$ cat src/rtl/prog_loader.sv
// prog_loader: UART boot loader. Receives an 8N1 byte stream, waits for a sync
// marker, then packs following bytes little-endian into 32-bit words and writes
// them to instruction memory from address 0 up to MEM_SIZE-4.
module prog_loader #(
    parameter int         CLKS_PER_BIT = 434,
    parameter int         MEM_SIZE     = 64,
    parameter logic [7:0] SYNC_BYTE    = 8'hA5
) (
    input  logic        sys_clk,
    input  logic        sys_rst,
    input  logic        uart_rx,
    output logic        wr_en,
    output logic [31:0] wr_addr,
    output logic [31:0] wr_data,
    output logic        busy,
    output logic        done,
    output logic        frame_err
);

    localparam int               CNT_W     = $clog2(CLKS_PER_BIT + 1);
    localparam logic [CNT_W-1:0] BIT_LAST  = CNT_W'(CLKS_PER_BIT - 1);
    localparam logic [CNT_W-1:0] HALF_LAST = CNT_W'(CLKS_PER_BIT / 2 - 1);
    localparam logic [31:0]      LAST_ADDR = 32'(MEM_SIZE - 4);

    typedef enum logic [1:0] {IDLE, START, DATA, STOP} rx_state_t;
    typedef enum logic {WAIT_SYNC, LOAD} ld_state_t;

    logic             rx_meta;
    logic             rx_sync;
    rx_state_t        rx_state;
    rx_state_t        rx_next;
    logic [CNT_W-1:0] clk_cnt;
    logic [2:0]       bit_idx;
    logic [7:0]       rx_shift;
    logic             half_tick;
    logic             bit_tick;
    logic             byte_ok;
    logic             byte_bad;
    logic             sync_hit;

    ld_state_t        ld_state;
    ld_state_t        ld_next;
    logic [31:0]      addr;
    logic [1:0]       lane;
    logic [23:0]      word_buf;
    logic             last_word;

    assign half_tick = (clk_cnt == HALF_LAST);
    assign bit_tick  = (clk_cnt == BIT_LAST);

    // A byte completes on the stop-bit sample edge; the line level there decides
    // whether it is a good byte or a framing error.
    assign byte_ok   = (rx_state == STOP) && bit_tick && rx_sync;
    assign byte_bad  = (rx_state == STOP) && bit_tick && !rx_sync;
    assign sync_hit  = byte_ok && (rx_shift == SYNC_BYTE);
    assign last_word = (lane == 2'd3) && (addr == LAST_ADDR);

    // Two-flop synchronizer; resets to the idle-high line level.
    always_ff @(posedge sys_clk or negedge sys_rst) begin
        if (!sys_rst) begin
            rx_meta <= 1'b1;
            rx_sync <= 1'b1;
        end else begin
            rx_meta <= uart_rx;
            rx_sync <= rx_meta;
        end
    end

    // Receiver state register.
    always_ff @(posedge sys_clk or negedge sys_rst) begin
        if (!sys_rst) begin
            rx_state <= IDLE;
        end else begin
            rx_state <= rx_next;
        end
    end

    // Receiver next-state: half-bit check of the start bit rejects short glitches.
    always_comb begin
        rx_next = rx_state;
        case (rx_state)
            IDLE:    if (!rx_sync) rx_next = START;
            START:   if (half_tick) rx_next = rx_sync ? IDLE : DATA;
            DATA:    if (bit_tick && (bit_idx == 3'd7)) rx_next = STOP;
            STOP:    if (bit_tick) rx_next = IDLE;
            default: rx_next = IDLE;
        endcase
    end

    // Receiver datapath: bit-period counter, bit index and LSB-first shift register.
    always_ff @(posedge sys_clk or negedge sys_rst) begin
        if (!sys_rst) begin
            clk_cnt  <= '0;
            bit_idx  <= 3'd0;
            rx_shift <= 8'd0;
        end else begin
            case (rx_state)
                IDLE: begin
                    clk_cnt <= '0;
                    bit_idx <= 3'd0;
                end
                START: begin
                    clk_cnt <= half_tick ? '0 : clk_cnt + 1'b1;
                end
                DATA: begin
                    if (bit_tick) begin
                        clk_cnt  <= '0;
                        rx_shift <= {rx_sync, rx_shift[7:1]};
                        bit_idx  <= bit_idx + 3'd1;
                    end else begin
                        clk_cnt <= clk_cnt + 1'b1;
                    end
                end
                STOP: begin
                    clk_cnt <= bit_tick ? '0 : clk_cnt + 1'b1;
                end
                default: begin
                    clk_cnt <= '0;
                end
            endcase
        end
    end

    // Loader state register.
    always_ff @(posedge sys_clk or negedge sys_rst) begin
        if (!sys_rst) begin
            ld_state <= WAIT_SYNC;
        end else begin
            ld_state <= ld_next;
        end
    end

    // Loader next-state: leave LOAD on a framing error or after the final word.
    always_comb begin
        ld_next = ld_state;
        case (ld_state)
            WAIT_SYNC: if (sync_hit) ld_next = LOAD;
            LOAD: begin
                if (byte_bad) begin
                    ld_next = WAIT_SYNC;
                end else if (byte_ok && last_word) begin
                    ld_next = WAIT_SYNC;
                end
            end
            default: ld_next = WAIT_SYNC;
        endcase
    end

    // Loader datapath: word assembly, write strobe, address advance and status flags.
    always_ff @(posedge sys_clk or negedge sys_rst) begin
        if (!sys_rst) begin
            wr_en     <= 1'b0;
            wr_addr   <= 32'd0;
            wr_data   <= 32'd0;
            busy      <= 1'b0;
            done      <= 1'b0;
            frame_err <= 1'b0;
            addr      <= 32'd0;
            lane      <= 2'd0;
            word_buf  <= 24'd0;
        end else begin
            wr_en <= 1'b0;
            done  <= 1'b0;
            case (ld_state)
                WAIT_SYNC: begin
                    if (sync_hit) begin
                        busy      <= 1'b1;
                        frame_err <= 1'b0;
                        addr      <= 32'd0;
                        lane      <= 2'd0;
                    end else begin
                        busy <= 1'b0;
                    end
                end
                LOAD: begin
                    if (byte_bad) begin
                        frame_err <= 1'b1;
                        busy      <= 1'b0;
                    end else if (byte_ok) begin
                        lane <= lane + 2'd1;
                        case (lane)
                            2'd0: word_buf[7:0]   <= rx_shift;
                            2'd1: word_buf[15:8]  <= rx_shift;
                            2'd2: word_buf[23:16] <= rx_shift;
                            default: begin
                                wr_en   <= 1'b1;
                                wr_addr <= addr;
                                wr_data <= {rx_shift, word_buf};
                                if (addr == LAST_ADDR) begin
                                    done <= 1'b1;
                                end else begin
                                    addr <= addr + 32'd4;
                                end
                            end
                        endcase
                    end
                end
                default: begin
                    busy <= 1'b0;
                end
            endcase
        end
    end

endmodule

$ cat config.mk
export PLATFORM = sky130hd
export DESIGN_NAME = prog_loader
export DESIGN_NICKNAME = d
export VERILOG_FILES = /design/src/rtl/prog_loader.sv
export SDC_FILE = /design/constraint.sdc
export NUM_CORES = 1
export LEC_CHECK = 0
export ABC_CLOCK_PERIOD_IN_PS = 5410
export BUFFER_PORTS_ARGS = -buffer_cell sky130_fd_sc_hd__buf_2
export CAP_MARGIN = 20
export CORE_MARGIN = 4
export CORE_UTILIZATION = 45
export CTS_CLUSTER_SIZE = 8
export DETAILED_ROUTE_END_ITERATION = 8
export SYNTH_ARGS = -nofsm -noshare
export SYNTH_HDL_FRONTEND = slang
export SYNTH_SLANG_ARGS = --single-unit
$ cat constraint.sdc
create_clock -name sys_clk -period 5.41 [get_ports sys_clk]
set_input_delay 1.623 -clock sys_clk [delete_from_list [all_inputs] [get_ports sys_clk]]
set_output_delay 1.623 -clock sys_clk [all_outputs]
set_load 0.005 [all_outputs]
* After elaboration in Yosys (flattened, before gate mapping)
Index checks and enable logic that the tools add are counted.
** Word-level totals
- Word-level logic and storage cells :: 109
- Input port bits :: 3
- Output and inout port bits :: 68
- Register bits :: 151
** Operators by class
- Reduce and logical (&&, ||, !) cells :: 23
- Bitwise gates (word level) :: 3
- Muxes and demuxes :: 39
- Add/subtract/negate cells :: 4
- Equal/unequal tests :: 22
** Operator list (number)
- $mux W32 :: 5
- $pmux W32 S2 :: 1
- $add A32 B3 Y32 const B :: 1
- $eq A32 B6 Y1 const B :: 1
- $pmux W9 S3 :: 1
- $ne A2 B2 Y1 const B :: 11
- $reduce_and A4 Y1 :: 5
- $mux W9 :: 2
- $mux W2 :: 8
- $mux W1 :: 15
- $add A9 B1 Y9 const B :: 1
- $eq A9 B8 Y1 const B :: 1
- $eq A9 B9 Y1 const B :: 1
- $eq A2 B2 Y1 const B :: 4
- $eq A8 B8 Y1 const B :: 1
- $pmux W2 S4 :: 1
- $logic_and A1 B1 Y1 :: 7
- $pmux W1 S2 :: 3
- $pmux W3 S2 :: 1
- $reduce_and A2 Y1 :: 3
- $reduce_and A5 Y1 :: 1
- $eq A2 B1 Y1 const B :: 2
- $logic_not A2 Y1 :: 2
- $pmux W2 S2 :: 1
- other kinds (10) :: 12

* Logic depth before layout (Yosys ltp)
Gate-level depths: netlist (run 1).
- Word-level depth :: 7
- Depth in mapped cells :: 9
- Depth with buffers taken out :: 8

* Worst setup path after synthesis (run 1)
No wires, ideal clock.
- Path kind :: reg2reg
- Start :: reg clk_cnt[1]
- End :: reg addr[31]
- Setup time :: 124 ps
- Buffers on the path :: 0
- Data arrival time :: 1881 ps
- Clock period less this slack :: 2005 ps
- Data required time :: 5286 ps
- Stages on the path, launching flop included :: 9
- Setup slack :: 3405 ps
- Cells stage by stage :: dfrtp_1 > inv_1 > ha_1 > nand4b_1 > or4_4 > clkinv_4 > nand3_4 > o211a_1 > a211o_1
** On the way
- Word-level cells in the longest chain between the ends :: 6
- Elaborated cells on any way between the ends :: 9
- Classes of those cells :: eq/ne: 4; reduce/logical: 5
** RTL lines
- from (decl) :: line 32 : logic [CNT_W-1:0] clk_cnt;
- from (signal assigned) :: line 103 : clk_cnt <= half_tick ? '0 : clk_cnt + 1'b1;
- from (signal assigned) :: line 111 : clk_cnt <= clk_cnt + 1'b1;
- from (signal assigned) :: line 115 : clk_cnt <= bit_tick ? '0 : clk_cnt + 1'b1;
- $eq A9 B9 Y1 * :: line 49 : assign bit_tick = (clk_cnt == BIT_LAST);
- $logic_and A1 B1 Y1 * :: line 53, 54
- $logic_and A1 B1 Y1 :: line 53 : assign byte_ok = (rx_state == STOP) && bit_tick && rx_sync;
- $logic_and A1 B1 Y1 :: line 55 : assign sync_hit = byte_ok && (rx_shift == SYNC_BYTE);
- $ne A2 B2 Y1 (no source line)
- $reduce_and A5 Y1 (no source line) *
- to (signal assigned) :: line 192 : addr <= addr + 32'd4;
- to (decl) :: line 43 : logic [31:0] addr;
Every way passes the cells marked *; elsewhere a longest branch is shown, timed or not.
A chain may end at the register's enable or synchronous reset.

* Worst setup path in the final report (run 1)
- Start :: reg clk_cnt[1]
- End :: reg addr[14]
The elaborated chain is that of the path after synthesis.

==> results.md, run 1 <==
- Status: complete, no violations
- Worst hold stages: 0
- Die Area: 16700 µm²
- Fillers: around 1.3k
- Sink Count: ~150
- # rows: 44
- H-Tree Depth: 4
- Pin count of the biggest net entering global routing: 71
- Worst endpoint required time: between 5 and 6 ns
- Final hold vios: 0
- Fin util: about 53%
- Netlist cell types: 61
- Final period util: 51.7%
- Placeable Area: 14500 µm²
- FF-to-FF setup slack: ~2.6 ns
- Final nets: ~740
- Synth area leaders: dfrtp_1 (55%), nand2_1 (12%), mux2_2 (6.0%), a31oi_1 (2.4%), ha_1 (2.1%)
- First-pass GRT wire length: ~25000 µm
- Diode count: 0
- Synth Instances: approximately 670
- Leakage: ~0.0039 µW
- Worst R2R End: addr[14]
- Max-cap viol count: 0
- Placed Instances: 888
- Area Growth Syn to Fin: 15.7%
- Worst r2r src: clk_cnt[1]
- Slowest CP cell: nand2_1
- Overflow after GRT: 0
- Seq cells post-synth: about 150
- Ys Warns: 0
- Number of global-route vias before repair: 4842
- EDFF count, synth: 0
- Yosys top cell area share: about 55%
- Final ANT Viol Nets: 0
- IO buf count: 68
- Hold Buf Count CTS: 0
- Rel. slew slack: 29.5%
- Vias: 5074
- CTS Buf Count: 17
- Worst Path Buf+Inv: 1
- Vias/cell: 5.52
- Syn Area/Cell: a little under 10 µm²
- Period minus WS final: about 2.8 ns
- PwrDens: 299 nW/µm²
- Clk root buf: clkbuf_16
- Fin cells: 919
- Peak supply drop: 0.000197 V
- Slowest Stage Delay on Critical Path: 0.59 ns
- Share of post-route cells with drive strength above 1: 21.1%
- Synth area leader: dfrtp_1
- Hold Crit Endpoint: rx_sync
- HPWL reported at the end of detailed placement: 10200 µm
- Post-Route WL: approximately 15000 µm
- Path depth of the worst reg2reg path: 7
- Post-synthesis sequential area ratio: between 50% and 60%
- Synth Cell Area: between 6000 and 7000 µm²
- GRT Util Overall: 19.2%
- Die X: 129 µm
- Ys flop type: dfrtp_1
- Async S/R FF share, synth: 100%
- Worst Setup SP: clk_cnt[1]
- Min-delay src: rx_meta
- Iteration count of the initial detailed-routing pass: 6
- Hold crit path type: register to register
- Fmax: between 0.3 and 0.4 GHz
- WP data arrival: 3.08 ns
- Slew @ Worst Pin: 1.05 ns
- Starting DRT DRC Count: between 500 and 600
- Clk buf depth: 2
- Worst-skew pair later-pin latency: 0.43 ns
- Clock transition at path regs: ~0.060 ns
- Final Max Tran Viols: 0
- Initial core utilization: 45.6%
- Max FO, Critical Path: 15
- Critical path class: register to register
- Drt drc: 0
- Initial antenna violation count: 0
- RD Place Congestion: 0.869
- IO Pins: just over 70
- Die Ht: 129 µm
- Delay-heaviest family, CP: simple AND/OR/NAND/NOR gates
- Sum Neg Setup Slack: 0 ns
- Post-CTS sizing: 0
- RSZ-0062 raised after global routing: false
- Crit-path cells: inv_1 -> ha_1 -> nand4b_1 -> nor3_1 -> nand3_1 -> nand2_1 -> a31oi_1
- Startpoint types: register
- Fin Clk Skew: 0.0149 ns
- Avg WL per Cell: 16.6 µm
- Setup Fix Bufs, Post-CTS: 0
- TritonCTS clock tree: yes
- Worst Setup End Kind: register
- Final Setup Violations: 0
-- flip-flops by register name, summed over array words and instances, names as in the netlist, 2 cells and up --
register and cells:
addr 30, bit_idx 3, clk_cnt 9, lane 2, rx_shift 8, rx_state 2
word_buf 24, wr_addr 30, wr_data 32
-- synth_stat cells, drive strengths merged, types with 3 or more instances --
master  number
a21oi       11
a221oi       4
a22o         5
a31oi       25
a41oi        3
and2         6
and3        10
and4         6
buf         20
clkbuf      14
dfrtp      145
ha          11
inv         14
mux2        35
nand2      212
nand3       24
nand4        8
nor2        24
nor3         8
nor4         9
o21a         4
o21ai       24
o31a         3
or4          4
xnor2        4
xor2         3
-- where the power goes --
| part | switching [µW] | total, µW | leakage (µW) | internal [µW] |
|---|---|---|---|---|
| clock | 450 | 1160 | 0.000274 | 710 |
| sequential | 0.919 | 1100 | 0.00203 | 1100 |
| combinational | 21.6 | 23.9 | 0.00160 | 2.32 |
| total | 472 | 2290 | 0.00391 | 1810 |
-- area by class of cell --
class	instances	area (µm²)	area share, %
flip-flops and latches	147	3680	48.2
well taps	184	230	3.01
clock buffers	22	474	6.21
clock inverters	9	105	1.38
inverters	15	61.3	0.802
multi-input cells	470	2710	35.5
repair buffers	72	377	4.93
-- per-layer routing --
layer  GRT usage, %  routed length, µm  share of wire, %  vias to the layer above
met3           4.08                921               6.0                       26
met4           7.29                256               1.7                        0
met1           28.9               7540                49                     2468
met5              0                  0                 0                        -
li1               -                  -                 -                     2404
met2           27.1               6540                43                      176
-- cells in the final DEF (no fill, tap or decap), types with 5 or more instances in the layout --
| cell type | instances |
|---|---|
| a21oi_1 | 11 |
| a22o_1 | 5 |
| a31oi_1 | 25 |
| and2_1 | 6 |
| and3_1 | 9 |
| and4_1 | 5 |
| buf_2 | 67 |
| clkbuf_16 | 17 |
| dfrtp_1 | 145 |
| ha_1 | 11 |
| inv_1 | 14 |
| mux2_2 | 35 |
| nand2_1 | 209 |
| nand3_1 | 22 |
| nand4_1 | 7 |
| nor2_1 | 24 |
| nor3_1 | 7 |
| nor4_1 | 9 |
| o21ai_0 | 22 |
-- per-stage QoR --
step           instance area, µm²  hold WS [ns]  setup WS, ns  total power (µW)
5_1_grt                      7640         0.376          2.19              2360
6_report                     7640         0.364          2.61              2290
2_1_floorplan                6610         0.345          3.40              1120
3_3_place_gp                 7060         0.360          2.74              1150
3_5_place_dp                 7060         0.356          2.65              1150
4_1_cts                      7640         0.367          2.65              2310
-- how the worst max path moves through the flow --
stage,end,slack [ns],cells after the start
after floorplan,addr[31],3.40,8
after global placement,rx_state[0],2.74,2
after detailed placement,addr[14],2.65,7
after CTS,addr[11],2.65,7
after global routing,addr[11],2.19,7
final,addr[14],2.61,7
-- kinds of logic (layout without fill, tap and decap cells) --
| family | after synthesis | in the layout | share of synthesized area (%) |
|---|---|---|---|
| AO/OA/AOI/OAI | 89 | 89 | 8.75 |
| other | 1 | 2 | 0.0568 |
| buffers and inverters | 49 | 118 | 3.30 |
| XOR/XNOR | 7 | 7 | 0.928 |
| adder cells (fa/ha/maj) | 11 | 11 | 2.08 |
| multiplexers | 36 | 36 | 6.12 |
| flip-flops | 147 | 147 | 55.7 |
| AND/OR/NAND/NOR | 325 | 325 | 23.0 |
(Power assumes the default switching activity.)
==> run 2: changes to the inputs <==
Settings changed: ABC_AREA from default to 1, ABC_CLOCK_PERIOD_IN_PS 5410 to 2400, PLACE_DENSITY from default to 0.66.
Clock period 5.41 ns to 2.4 ns, I/O delays scaled along.
==> run 2 against run 1 <==
Effect of this change:
- wire length increased by 11%
- worst setup slack got worse by 2.3 ns
- area after synthesis up 6.9%
- total power up 130%
- flip-flop and latch count unchanged
- clock-buffer cell count down 2
- synthesized cell count grew 36%
- clock power grew 130%
- final cell count increased by 30%
- via count rose by 19%
- clock skew is 0.0058 ns lower
==> results.md, run 2 <==
- Iteration count of the initial detailed-routing pass: 5 (was 6)
- Fin Clk Skew: 0.00903 ns (was 0.0149 ns)
- Largest reg by FF count: wr_data (unchanged)
- Synth area leaders: dfrtp_1 (51%), nand2_1 (18%), nor2_1 (5.5%), o21ai_0 (3.8%), inv_1 (3.7%) (was dfrtp_1 (55%), nand2_1 (12%), mux2_2 (6.0%), a31oi_1 (2.4%), ha_1 (2.1%))
- Worst Setup End Kind: register (unchanged)
- IO buf count: 68 (unchanged)
- Drt drc: 0 (unchanged)
- Synth Cell Area: 7060 µm² (was 6610 µm²)
- Hold Buf Count CTS: 0 (unchanged)
- Initial core utilization: 46.1% (was 45.6%)
- CTS Buf Count: 17 (unchanged)
- Initial antenna violation count: 0 (unchanged)
- Placeable Area: 15300 µm² (was 14500 µm²)
- Post-Route WL: 16900 µm (was 15300 µm)
- PwrDens: 629 nW/µm² (was 299 nW/µm²)
- Final Setup Violations: 0 (unchanged)
- Avg WL per Cell: 14.1 µm (was 16.6 µm)
- Async S/R FF share, synth: 100% (unchanged)
- Ys Warns: 0 (unchanged)
- Setup Fix Bufs, Post-CTS: 0 (unchanged)
- Sink Count: 147 (unchanged)
- Rel. slew slack: 64.8% (was 29.5%)
- Die X: 133 µm (was 129 µm)
- Top-count cell post-synth: nand2_1 (unchanged)
- Post-synthesis sequential area ratio: 52.1% (was 55.7%)
- Worst endpoint required time: 2.76 ns (was 5.69 ns)
- Vias/cell: 5.04 (was 5.52)
- Final Max Tran Viols: 0 (unchanged)
- Synth top cells by count: nand2_1 (348), dfrtp_1 (145), nor2_1 (103) (was nand2_1 (209), dfrtp_1 (145), mux2_2 (35))
- Yosys top cell area share: 51.4% (was 54.9%)
- Commonest cells after routing, fill and taps aside: nand2_1 (348), dfrtp_1 (145), nor2_1 (103), inv_1 (70), buf_2 (67) (was nand2_1 (209), dfrtp_1 (145), buf_2 (67), mux2_2 (35), a31oi_1 (25))
- TritonCTS clock tree: yes (unchanged)
- Final hold vios: 0 (unchanged)
- Synth Instances: 904 (was 665)
- Max FFs per register: 32 (unchanged)
- Clock transition at path regs: 0.06 ns (about the same)
- GRT Util Overall: 19.7% (was 19.2%)
- Diode count: 0 (unchanged)
- Slew @ Worst Pin: 0.528 ns (was 1.05 ns)
- Most common cell after layout, fill and taps aside: nand2_1 (unchanged)
- Final ANT Viol Nets: 0 (unchanged)
- Clk root buf: clkbuf_16 (unchanged)
- Max-cap viol count: 0 (unchanged)
- Startpoint types: register (unchanged)
- RSZ-0062 raised after global routing: false (unchanged)
- Seq cells post-synth: 147 (unchanged)
- Starting DRT DRC Count: 502 (was 545)
- Period minus WS final: 2.11 ns (was 2.80 ns)
- Largest registers: wr_data x32, addr x30, wr_addr x30 (unchanged)
- Vias: 6032 (was 5074)
- Clk buf depth: 2 (unchanged)
- Leakage: 0.00414 µW (was 0.00391 µW)
- Area Growth Syn to Fin: 16.3% (was 15.7%)
- Critical path class: register to register (unchanged)
- Status: complete, no violations (unchanged)
- Fmax: 0.475 GHz (was 0.357 GHz)
- Synth area leader: dfrtp_1 (unchanged)
- Share of post-route cells with drive strength above 1: 13.3% (was 21.1%)
- Netlist cell types: 32 (was 61)
- H-Tree Depth: 4 (unchanged)
- Fin util: 53.7% (was 52.8%)
- Peak supply drop: 0.000466 V (was 0.000197 V)
- Syn Area/Cell: 7.81 µm² (was 9.93 µm²)
- Sum Neg Setup Slack: 0 ns (unchanged)
- WP data arrival: 2.47 ns (was 3.08 ns)
- Die Ht: 133 µm (was 129 µm)
- Final period util: 87.7% (was 51.7%)
- Max FO, Critical Path: 13 (was 15)
- Overflow after GRT: 0 (unchanged)
- Pin count of the biggest net entering global routing: 62 (was 71)
- EDFF count, synth: 0 (unchanged)
- Die Area: 17800 µm² (was 16700 µm²)
- Number of global-route vias before repair: 5467 (was 4842)
- Worst-skew pair later-pin latency: 0.43 ns (about the same)
- Hold crit path type: primary input to async pin (was register to register)
- Final nets: 988 (was 737)
- IO Pins: 71 (unchanged)
- Ys flop type: dfrtp_1 (unchanged)
- RD Place Congestion: 0.940 (was 0.869)
- First-pass GRT wire length: 28200 µm (was 25300 µm)
- # rows: 45 (was 44)
- Post-CTS sizing: 0 (unchanged)
- HPWL reported at the end of detailed placement: 12000 µm (was 10200 µm)
run 2: cells by family (layout without fill, tap and decap cells):
kind of cell / count (synthesis) / after routing / synth area share (%)
and+or+nand+nor: 553 / 553 / 33.0
DFF: 147 / 147 / 52.1
buffers and inverters: 103 / 185 / 6.20
AOI/OAI and AO/OA: 83 / 83 / 5.93
adders and majority gates: 11 / 11 / 1.95
xor gates and xnor gates: 6 / 6 / 0.744
other: 1 / 2 / 0.0531
run 2: critical path, cell delays in order, from the launching register on:
cell	delay, ns
dfrtp_1	0.45
ha_1	0.27
nand2_1	0.10
nor2_1	0.16
inv_1	0.10
nor2_1	0.09
nand2_1	0.09
nor2_1	0.24
o21ai_2	0.19
nand2_4	0.19
nand2_1	0.08
nand2_1	0.07
run 2: layer usage:
layer,vias up,track usage (%),wire length [µm]
li1,3001,-,-
met3,24,4.00,961
met2,150,28.2,7150
met4,0,5.83,294
met1,2857,30.2,8470
met5,-,0,0
run 2: worst paths after layout:
check,from,to,slack (ns),cells after the start
setup / recovery,addr[2],addr[11],0.29,11
hold / removal,sys_rst,word_buf[10],0.19,1
setup reg to reg,addr[2],addr[11],0.29,11
hold reg to reg,rx_meta,rx_sync,0.36,0
max in group asynchronous,sys_rst,addr[13],1.55,2
min in group sys_clk,rx_meta,rx_sync,0.36,0
run 2: area by class of cell:
type / count / area [µm²]
Clock inverter: 12 / 120
Inverter: 73 / 274
Tap cell: 211 / 264
Timing Repair Buffer: 80 / 462
Clock buffer: 20 / 467
Fill cell: 1491 / 7100
Sequential cell: 147 / 3680
Multi-Input combinational cell: 655 / 2950
run 2: where the power goes:
| part | switching [µW] | internal [µW] |
|---|---|---|
| clock network | 1100 | 1520 |
| registers | 3.12 | 2480 |
| logic | 49.7 | 9.24 |
run 2: metrics by stage:
step,instances,hold slack (ns),total power (µW),setup slack (ns),area [µm²]
2_1_floorplan,905,0.345,2530,0.527,7070
3_3_place_gp,1166,0.347,2590,0.352,7630
3_5_place_dp,1166,0.347,2590,0.320,7630
4_1_cts,1198,0.196,5210,0.299,8220
5_1_grt,1198,0.217,5330,0.0785,8220
6_report,1198,0.190,5170,0.295,8220
==> run 3: changes to the inputs <==
Settings changed: ABC_CLOCK_PERIOD_IN_PS 2400 to 2050, PLACE_DENSITY 0.66 to default.
Clock period 2.4 ns to 2.05 ns, I/O delays scaled along.
==> run 3 against run 2 <==
Effect of this change:
- clock-buffer cell count unchanged
- non-clock buffer count up 23
- total power up 13%
- utilization up 1.5 points
- sequential power up 17%
- die area unchanged
- critical endpoint unchanged
- critical path depth unchanged
- largest cell class unchanged
- via count down 0.66%
- worst setup slack worse by 0.15 ns
==> results.md, run 3 (synthesized netlist as in run 2, its figures left out) <==
- Startpoint types: register (unchanged)
- Worst Setup Slack, final: 0.146 ns (was 0.295 ns)
- Number of global-route vias before repair: 5506 (was 5467)
- Placeable Area: 15300 µm² (unchanged)
- Drt drc: 0 (unchanged)
- Initial antenna violation count: 0 (unchanged)
- TritonCTS clock tree: yes (unchanged)
- Final ANT Viol Nets: 0 (unchanged)
- WP data arrival: 2.26 ns (was 2.47 ns)
- Fin Clk Skew: 0.00630 ns (was 0.00903 ns)
- Clk root buf: clkbuf_16 (unchanged)
- Largest registers: wr_data x32, addr x30, wr_addr x30 (unchanged)
- Peak supply drop: 0.000524 V (was 0.000466 V)
- Final Max Tran Viols: 0 (unchanged)
- Most common cell after layout, fill and taps aside: nand2_1 (unchanged)
- FF-to-FF setup slack: 0.15 ns (was 0.29 ns)
- Leakage: 0.00427 µW (was 0.00414 µW)
- Hold crit path type: primary input to async pin (unchanged)
- Period minus WS final: 1.90 ns (was 2.11 ns)
- Final period util: 92.9% (was 87.7%)
- Final nets: 1011 (was 988)
- Share of post-route cells with drive strength above 1: 15.6% (was 13.3%)
- Fillers: 1549 (was 1491)
- Iteration count of the initial detailed-routing pass: 5 (unchanged)
- Die X: 133 µm (unchanged)
- Fmax: 0.525 GHz (was 0.475 GHz)
- Vias: 5992 (was 6032)
- Diode count: 0 (unchanged)
- Status: complete, no violations (unchanged)
- Initial core utilization: 46.1% (unchanged)
- Overflow after GRT: 0 (unchanged)
- GRT Util Overall: 19.9% (was 19.7%)
- Delay-heaviest family, CP: simple AND/OR/NAND/NOR gates (unchanged)
- First-pass GRT wire length: 28400 µm (was 28200 µm)
- Worst-skew pair later-pin latency: 0.42 ns (was 0.43 ns)
- Critical path class: register to register (unchanged)
- Pre-CTS WS: -0.00855 ns (was 0.320 ns)
- Slowest Stage Delay on Critical Path: 0.40 ns (was 0.45 ns)
- Clock transition at path regs: 0.06 ns (about the same)
- Die Area: 17800 µm² (unchanged)
- Register area: 3680 µm² (unchanged)
- Starting DRT DRC Count: 430 (was 502)
- Max FFs per register: 32 (unchanged)
- Max FO, Critical Path: 7 (was 13)
- Final Setup Violations: 0 (unchanged)
- Commonest cells after routing, fill and taps aside: nand2_1 (348), dfrtp_1 (145), nor2_1 (100), inv_1 (70), buf_2 (67) (was nand2_1 (348), dfrtp_1 (145), nor2_1 (103), inv_1 (70), buf_2 (67))
- Worst Path Buf+Inv: 2 (was 1)
- Clk buf depth: 2 (unchanged)
- CTS Buf Count: 17 (unchanged)
- Pin count of the biggest net entering global routing: 60 (was 62)
- CP most frequent cell: nand2_1 (unchanged)
- Slowest CP cell: dfrtp_1 (unchanged)
- Avg WL per Cell: 14.0 µm (was 14.1 µm)
- Max-cap viol count: 0 (unchanged)
- Worst Setup End Kind: register (unchanged)
- Worst endpoint required time: 2.41 ns (was 2.76 ns)
- Fin Hold WS: 0.115 ns (was 0.190 ns)
- Footprint of the multi-input gates: 3010 µm² (was 2950 µm²)
- HPWL reported at the end of detailed placement: 12300 µm (was 12000 µm)
- Final hold vios: 0 (unchanged)
- IO buf count: 68 (unchanged)
- Die Ht: 133 µm (unchanged)
- Post-Route WL: 17100 µm (was 16900 µm)
- Crit-path cells: ha_1 -> nand2_1 -> nor2_1 -> inv_1 -> nor2_1 -> nand2_1 -> nor2_4 -> o21ai_4 -> buf_4 -> nand4_1 -> nand2_1 (was ha_1 -> nand2_1 -> nor2_1 -> inv_1 -> nor2_1 -> nand2_1 -> nor2_1 -> o21ai_2 -> nand2_4 -> nand2_1 -> nand2_1)
- PwrDens: 689 nW/µm² (was 629 nW/µm²)
- # rows: 45 (unchanged)
- H-Tree Depth: 4 (unchanged)
- RD Place Congestion: 0.895 (was 0.940)
- Area Growth Syn to Fin: 19.6% (was 16.3%)
- Vias/cell: 4.91 (was 5.04)
- Sink Count: 147 (unchanged)
- IO Pins: 71 (unchanged)
- Largest reg by FF count: wr_data (unchanged)
run 3: cell types whose count changed in the layout (fill, tap and decap cells not counted), moves of 2 or more:
cell / previous run / this run
inv_6: 4 / 2
clkinvlp_4: 5 / 3
clkinv_2: 0 / 3
buf_4: 10 / 29
nor2_1: 103 / 100
nor2_4: 2 / 4
buf_12: 2 / 5
run 3: path summary, 6_finish.rpt:
| kind | from | endpoint | cells past startpoint |
|---|---|---|---|
| worst max-delay path | addr[2] | addr[11] | 11 |
| worst min-delay path | sys_rst | wr_data[11] | 1 |
| worst max register to register | addr[2] | addr[11] | 11 |
| worst min register to register | rx_meta | rx_sync | 0 |
| max in group asynchronous | sys_rst | rx_sync | 2 |
| min in group sys_clk | uart_rx | rx_meta | 1 |
run 3: layer usage:
metal | vias up | share of wire (%) | global-route usage (%)
met3 | 17 | 5.5 | 3.59
met2 | 157 | 42 | 28.4
met5 | - | 0 | 0
met4 | 0 | 1.1 | 5.83
li1 | 3055 | - | -
met1 | 2763 | 51 | 30.8
run 3: power by group:
part / leakage, µW / internal (µW) / switching [µW]
sequential: 0.00203 / 2910 / 3.43
combinational: 0.00198 / 16.9 / 61.0
clock: 0.000259 / 1610 / 1220
total: 0.00427 / 4530 / 1290
run 3: area by class of cell:
class,instances,share of cell area (%)
clock buffers,20,5.41
clock inverters,11,0.963
multi-input cells,655,35.7
flip-flops and latches,147,43.6
inverters,73,3.24
repair buffers,103,8.00
well taps,211,3.13
run 3: metrics by stage:
step	TNS [ns]	power [µW]	cell area [µm²]	instances	utilization [%]
6_report	0	5820	8450	1220	55.1
5_1_grt	-0.0402	6030	8450	1220	55.1
4_1_cts	0	5880	8360	1217	54.6
3_5_place_dp	-0.00855	3050	7800	1186	51.0
3_3_place_gp	0	3040	7800	1186	51.0
2_1_floorplan	0	2970	7070	905	-
run 3: repair_timing:
action	in CTS	in global routing
gates resized for setup	2	16
setup buffers	0	3
cloned	0	0
endpoints found under the setup margin	13	92
pin swaps	0	4
hold buffers	0	0
